==> config.mk <==
export PLATFORM = sky130hd
export DESIGN_NAME = reg_op_sequencer
export DESIGN_NICKNAME = d
export VERILOG_FILES = /design/src/rtl/reg_op_sequencer.sv
export SDC_FILE = /design/constraint.sdc
export NUM_CORES = 1
export LEC_CHECK = 0
export BUFFER_PORTS_ARGS = -buffer_cell sky130_fd_sc_hd__clkbuf_2
export CORE_MARGIN = 2
export CORE_UTILIZATION = 50
export CTS_CLUSTER_SIZE = 14
export DETAILED_ROUTE_END_ITERATION = 12
export PLACE_DENSITY = 0.78
export SLEW_MARGIN = 10
export SYNTH_ARGS = -nofsm -noshare
export SYNTH_HDL_FRONTEND = slang
export SYNTH_SLANG_ARGS = --single-unit
==> constraint.sdc <==
create_clock -name clk -period 2.93 [get_ports clk]
set_clock_uncertainty 0.05 [all_clocks]
set_input_delay 0.1465 -clock clk [delete_from_list [all_inputs] [get_ports clk]]
set_output_delay 0.1465 -clock clk [all_outputs]
set_load 0.05 [all_outputs]
==> src/rtl/reg_op_sequencer.sv <==
// Register-op sequencer: steps one instruction through register-file reads, execute and
// write-back, then pulses done. Only CMP updates the Z/N/V flags.
module reg_op_sequencer #(
  parameter int WIDTH = 16,
  parameter int IMM_W = 8
) (
  input  logic             clk,
  input  logic             reset_n,
  input  logic             in_valid,
  output logic             in_ready,
  input  logic [2:0]       in_op,
  input  logic [2:0]       in_rd,
  input  logic [2:0]       in_rn,
  input  logic [2:0]       in_rm,
  input  logic [IMM_W-1:0] in_imm,
  output logic [2:0]       rf_readnum,
  input  logic [WIDTH-1:0] rf_data_out,
  output logic [2:0]       rf_writenum,
  output logic             rf_write,
  output logic [WIDTH-1:0] rf_data_in,
  output logic             done,
  output logic             illegal,
  output logic             z_flag,
  output logic             n_flag,
  output logic             v_flag
);

  localparam logic [2:0] OP_MOVI = 3'd0;
  localparam logic [2:0] OP_MOV  = 3'd1;
  localparam logic [2:0] OP_ADD  = 3'd2;
  localparam logic [2:0] OP_AND  = 3'd3;
  localparam logic [2:0] OP_MVN  = 3'd4;
  localparam logic [2:0] OP_CMP  = 3'd5;

  typedef enum logic [2:0] {
    S_WAIT,
    S_LOAD_A,
    S_LOAD_B,
    S_EXEC,
    S_WRITE
  } state_t;

  state_t state, state_next;

  logic [2:0]       op_q, rd_q, rn_q, rm_q;
  logic [WIDTH-1:0] a, b, c;
  logic [WIDTH-1:0] diff;
  logic [WIDTH-1:0] imm_ext;
  logic             accept;
  logic             done_next, illegal_next;

  assign imm_ext = {{(WIDTH-IMM_W){in_imm[IMM_W-1]}}, in_imm};
  assign diff    = a - b;

  always_ff @(posedge clk or negedge reset_n) begin
    if (!reset_n) state <= S_WAIT;
    else          state <= state_next;
  end

  // Every handshake and register-file control output is decoded from state alone,
  // so an asynchronous reset removes rf_write immediately.
  always_comb begin
    state_next   = state;
    accept       = 1'b0;
    done_next    = 1'b0;
    illegal_next = 1'b0;
    in_ready     = 1'b0;
    rf_readnum   = 3'd0;
    rf_write     = 1'b0;
    case (state)
      S_WAIT: begin
        in_ready = 1'b1;
        if (in_valid) begin
          accept = 1'b1;
          case (in_op)
            OP_MOVI:                state_next = S_WRITE;
            OP_MOV, OP_MVN:         state_next = S_LOAD_B;
            OP_ADD, OP_AND, OP_CMP: state_next = S_LOAD_A;
            default: begin
              state_next   = S_WAIT;
              done_next    = 1'b1;
              illegal_next = 1'b1;
            end
          endcase
        end
      end
      S_LOAD_A: begin
        rf_readnum = rn_q;
        state_next = S_LOAD_B;
      end
      S_LOAD_B: begin
        rf_readnum = rm_q;
        state_next = S_EXEC;
      end
      S_EXEC: begin
        if (op_q == OP_CMP) begin
          state_next = S_WAIT;
          done_next  = 1'b1;
        end else begin
          state_next = S_WRITE;
        end
      end
      S_WRITE: begin
        rf_write   = 1'b1;
        state_next = S_WAIT;
        done_next  = 1'b1;
      end
      default: state_next = S_WAIT;
    endcase
  end

  assign rf_writenum = rd_q;
  assign rf_data_in  = c;

  always_ff @(posedge clk or negedge reset_n) begin
    if (!reset_n) begin
      done    <= 1'b0;
      illegal <= 1'b0;
    end else begin
      done    <= done_next;
      illegal <= illegal_next;
    end
  end

  // Instruction fields are held for the whole operation; MOVI loads C at accept time.
  always_ff @(posedge clk or negedge reset_n) begin
    if (!reset_n) begin
      op_q <= 3'd0;
      rd_q <= 3'd0;
      rn_q <= 3'd0;
      rm_q <= 3'd0;
    end else if (accept) begin
      op_q <= in_op;
      rd_q <= in_rd;
      rn_q <= in_rn;
      rm_q <= in_rm;
    end
  end

  always_ff @(posedge clk or negedge reset_n) begin
    if (!reset_n) begin
      a <= '0;
      b <= '0;
    end else begin
      if (state == S_LOAD_A) a <= rf_data_out;
      if (state == S_LOAD_B) b <= rf_data_out;
    end
  end

  always_ff @(posedge clk or negedge reset_n) begin
    if (!reset_n) begin
      c <= '0;
    end else if (accept && in_op == OP_MOVI) begin
      c <= imm_ext;
    end else if (state == S_EXEC) begin
      case (op_q)
        OP_MOV:  c <= b;
        OP_ADD:  c <= a + b;
        OP_AND:  c <= a & b;
        OP_MVN:  c <= ~b;
        default: c <= c;
      endcase
    end
  end

  // Overflow of A-B: operands differ in sign and the result sign differs from A.
  always_ff @(posedge clk or negedge reset_n) begin
    if (!reset_n) begin
      z_flag <= 1'b0;
      n_flag <= 1'b0;
      v_flag <= 1'b0;
    end else if (state == S_EXEC && op_q == OP_CMP) begin
      z_flag <= (diff == '0);
      n_flag <= diff[WIDTH-1];
      v_flag <= (a[WIDTH-1] != b[WIDTH-1]) && (diff[WIDTH-1] != a[WIDTH-1]);
    end
  end

endmodule
==> flow_summary.toml, run 1 <==
[synth]
netlist_area_um2 = 4890
yosysMostFrequentCell = "dfrtp_1"
ys_top_cells_by_count = "68 x dfrtp_1, 53 x nand2_1, 48 x o21ai_0"
synth-edff-count = 0
yosys.area.top_type_share_pct = 34.8
synth_cell_types = 67
yosysTopAreaCell = "dfrtp_1"
synth_fp_nets = 616
avgSynthCellArea_um2 = 8.99
synthCells = 544
synth_area_leaders = "dfrtp_1 35%, ha_1 7.9%, mux2_2 6.7%, o21ai_0 4.9%, xnor2_1 4.1%"
ys_seq_elements = 68
synth_top_flop_cell = "dfrtp_1"
synth-seq-area-share_pct = 34.8
ys.warnings.count = 0
async_flop_share_pct = 100

[placement]
dp_hpwl_um = 9610
place_ws_ns = 0.129
place_congestion = 0.924
port_buffers = 67

[route]
drc = 0
firstDrtPassIters = 5
routed_via_density = 5.83
wire_per_inst_um = 17.5
routed_wl_um = 13500
final_antenna_net_count = 0
first_iter_violations = 248
num_vias = 4502

[timing]
fin_crit_sh_pct = 94.4
hold_ws_ns = 0.0175
fin_crit_ns = 2.76
setup_viol = 0
fmax_mhz = 362
slew-limit-headroom_pct = 48.3
rsz0062_at_grt = "no"
hold_viol = 0
worst_slack_ns = 0.165
slew_viol_final = 0
worstMarginPinSlew_ns = 0.776
setup_tns_ns = 0

[global_route]
met3_usage_pct = 3.05
grt-ovfl-total = 0
grt_pass1_wl_um = 21700
grt_util_met1_pct = 37.0
grt_pass1_vias = 4241
grt_max_degree = 45
top_usage_layer = "met2"
grt_antenna_before_repair = 0
use_met2_pct = 43.4
grt_usage_pct = 26.9

[cells_and_area]
final_util_pct = 61.2
nFillCells = 869
final_nets = 706
multiInputGateArea_um2 = 2940
area_growth_syn_to_layout_pct = 20.8
register_area_um2 = 1700
final_layout_size_suffix_gt1_share_pct = 22.5
num_antenna_cells = 0

[floorplan]
dieHeight_um = 103
die_area_um2 = 10600
std_cell_rows = 36
core_um2 = 9640
ioPinCount = 68
start_util_pct = 50.7
die_w_um = 103

[run_status]
status = "complete, no violations"

[worst_setup_path]
crit_required_ns = 3.14
cp_data_arrival_time_ns = 2.98
cp-end-kind = "register"
startpoint_type = "register"
cp_max_fo = 8
worstSetupPathType = "reg2reg"

[hold_path]
worstHoldPathType = "in2reg"

[clocking]
clock-sinks = 68
ctsHtreeMaxLevel = 3
clock_latency_ns = 0.37
cts_tree = "done"
clock-root-buffer = "clkbuf_8"
clk_pin_slew_ns = 0.08
cts_buffers = 9
cts_buffer_depth = 2

[job]
drv_cap = 0
## registers in the layout (all words and copies together) (netlist names)
register,flops
rm_q,3
z_flag,1
v_flag,1
op_q,3
illegal,1
state,3
rf_data_in,16
rf_writenum,3
a,16
n_flag,1
rn_q,3
done,1
b,16
## critical path, stage by stage, from the launching register on
cell	delay, ns
dfrtp_1	0.42
inv_1	0.08
ha_1	0.46
o211a_1	0.24
o21ai_1	0.11
a31oi_1	0.27
a31oi_2	0.16
o21ai_1	0.24
a31oi_2	0.16
xnor2_1	0.19
mux2_2	0.28
## layer usage
metal	up-vias	share of wire [%]
met1	2163	45
met4	0	2.3
met2	169	46
met3	26	6.2
li1	2144	-
met5	-	0
## placed cells by master, fill, tap and decap left out, types with 4 or more instances in the layout
cell           instances
nor3_1                11
o211ai_1               4
dlygate4sd3_1         33
a21o_1                 7
ha_1                  30
nor2b_1                7
a311oi_1               4
clkbuf_8              11
a31oi_1                5
buf_4                 12
nor3b_1                4
a211oi_1               8
xnor2_1               23
a22oi_1                8
o221ai_1               4
nand3_1                6
a221o_1                4
xor2_1                 6
a21oi_1               32
inv_1                 32
dfrtp_1               67
o21bai_1               6
nand2b_1               8
nand2_1               53
clkbuf_2              66
nor2_1                30
o21ai_0               48
o21a_1                 6
mux2_2                29
## area by class of cell
type                       count  share of cell area [%]
clock inverter                 4                   0.805
timing repair buffer         113                    13.1
sequential                    68                    28.8
tap                          133                    2.82
multi-input combinational    410                    49.7
inverter                      32                    2.03
clock buffer                  12                    2.63
## path summary, 6_finish.rpt
check	start	depth (start not counted)	endpoint	slack (ns)
min in group asynchronous	reset_n	2	b[2]$_DFFE_PN0N_	0.34
hold reg to reg	rf_data_in[11]$_DFFE_PN0P_	1	rf_data_in[11]$_DFFE_PN0P_	0.44
setup / recovery	b[6]$_DFFE_PN0N_	10	n_flag$_DFFE_PN0P_	0.17
hold / removal	in_op[1]	2	op_q[1]$_DFFE_PN0P_	0.02
setup reg to reg	b[6]$_DFFE_PN0N_	10	n_flag$_DFFE_PN0P_	0.17
max in group asynchronous	reset_n	3	rf_data_in[11]$_DFFE_PN0P_	1.83
## per-stage QoR
stage	area (um^2)	cells
floorplan	4890	544
global placement	5360	723
detailed placement	5360	723
CTS	5890	772
global route	5900	772
finish	5900	772
## logic make-up after synthesis
family | synth area share, %
simple gates | 14.3
buf+inv | 5.71
compound gates | 24.4
flops | 34.8
fa+ha+maj | 8.75
xor+xnor | 5.20
mux | 6.89
## what timing repair did
action / in CTS / in global routing
setup endpoints to repair: 0 / 4
endpoints found under the hold margin: 77 / 0
hold buffers: 33 / 0
resized for setup: 0 / 4
buffers inserted: 0 / 0
Power of run 1 is left out: the tool's default activity adds up to more than one toggle a clock period on the data nets, which glitch-free logic cannot reach.
==> inputs of run 2 (changes only) <==
CORE_ASPECT_RATIO = 0.7   (was default)
PLACE_DENSITY = 0.81   (was 0.78)
clock period = 2.4 ns   (was 2.93 ns; I/O delays follow)
==> run 2 against run 1 <==
Effect of this change:
- the run now ends with negative setup slack left
- hold slack improved by 0.0060 ns
- core utilization rose by 11 points
- register-to-register slack got worse by 0.47 ns
- via count rose by 13%
- sequential share of layout area is 4.4 points lower
==> flow_summary.toml, run 2 (synthesis results as in run 1) <==
[clocking]
clock-sinks = 68
cts_tree = "done"
clock-root-buffer = "clkbuf_16"
cts_buffer_depth = 2
clock_latency_ns = 0.35
clk_pin_slew_ns = 0.06
cts_buffers = 9
ctsHtreeMaxLevel = 3

[timing]
hold_ws_ns = 0.0235
setup_viol = 11
fin_crit_sh_pct = 113
worstMarginPinSlew_ns = 0.752
slew-limit-headroom_pct = 49.9
fmax_mhz = 370
rsz0062_at_grt = "yes"
worst_slack_ns = -0.300
setup_tns_ns = -1.83
slew_viol_final = 0
fin_crit_ns = 2.70
hold_viol = 0

[run_status]
status = "finished with violations"
violations = "negative setup slack"

[route]
wire_per_inst_um = 19.1
num_vias = 5072
routed_wl_um = 16300
firstDrtPassIters = 5
first_iter_violations = 436
final_antenna_net_count = 0
routed_via_density = 5.93
drc = 0

[cells_and_area]
layout_common_cells = "97 x buf_4, 66 x clkbuf_2, 65 x dfrtp_1, 52 x nand2_1, 42 x o21ai_0"
mostFrequentLayoutCell = "buf_4"
num_antenna_cells = 0
final_nets = 794
final_layout_size_suffix_gt1_share_pct = 38.4
nFillCells = 727
area_growth_syn_to_layout_pct = 42.6

[placement]
port_buffers = 67
place_ws_ns = -0.259
dp_hpwl_um = 11300
place_congestion = 0.950

[floorplan]
start_util_pct = 50.9
die_w_um = 122
std_cell_rows = 30
dieHeight_um = 86.7
die_area_um2 = 10600
core_um2 = 9610
ioPinCount = 68

[worst_setup_path]
startpoint_type = "register"
cp_max_fo = 3
cp_data_arrival_time_ns = 2.85
ff2ff_setup_slack_ns = -0.30
cp-end-kind = "register"
crit_required_ns = 2.55
worstSetupPathType = "reg2reg"

[job]
drv_cap = 0

[hold_path]
worstHoldPathType = "in2reg"

[global_route]
grt_usage_pct = 32.7
grt-ovfl-total = 0
grt_antenna_before_repair = 0
grt_pass1_vias = 5124
grt_max_degree = 41
grt_pass1_wl_um = 26300
## run 2: layout make-up
cell class	count	area [um^2]	share of cell area [%]
Multi-Input combinational cell	410	3240	46.4
Sequential cell	68	1710	24.5
Timing Repair Buffer	201	1450	20.8
Clock buffer	9	225	3.23
Tap cell	128	160	2.30
Inverter	32	120	1.72
Clock inverter	7	75.1	1.08
## run 2: what timing repair did
action | 4_1_cts | 5_1_grt
endpoints found under the hold margin | 75 | 0
hold buffers | 33 | 0
setup endpoints to repair | 12 | 15
buffers inserted | 7 | 4
pin swaps | 16 | 13
resized for setup | 29 | 30
## run 2: per-layer routing
layer | GRT usage (%) | up-vias | share of wire (%)
met2 | 52.3 | 288 | 45
met5 | 0 | - | 0
met3 | 6.84 | 67 | 9.4
met4 | 15.5 | 0 | 4.0
li1 | - | 2306 | -
met1 | 42.6 | 2411 | 41
## run 2: stage by stage
stage / area (um^2) / util [%] / instances
global route: 6970 / 72.5 / 855
CTS: 6810 / 70.9 / 852
detailed placement: 6000 / 62.4 / 796
global placement: 6000 / 62.4 / 796
floorplan: 4960 / - / 544
finish: 6970 / 72.5 / 855
## run 2: critical path, stage by stage (launching register included)
cell and delay [ns]:
dfrtp_2 0.42, buf_6 0.13, ha_4 0.16, fa_2 0.35
nor2b_4 0.14, o21a_1 0.21, o21ba_4 0.23, o211ai_4 0.22
nand2_2 0.11, a311oi_2 0.28, xnor2_1 0.15, o221ai_1 0.12
## run 2: path summary, 6_finish.rpt
kind	from	to	cells after the start
max in group asynchronous	reset_n	rf_data_in[7]$_DFFE_PN0P_	3
worst max-delay path	b[0]$_DFFE_PN0N_	rf_data_in[12]$_DFFE_PN0P_	11
min in group asynchronous	reset_n	b[4]$_DFFE_PN0N_	2
worst min-delay path	in_op[1]	op_q[1]$_DFFE_PN0P_	2
worst max register to register	b[0]$_DFFE_PN0N_	rf_data_in[12]$_DFFE_PN0P_	11
worst min register to register	rf_data_in[11]$_DFFE_PN0P_	rf_data_in[11]$_DFFE_PN0P_	1
Power of run 2 is left out for the same reason.
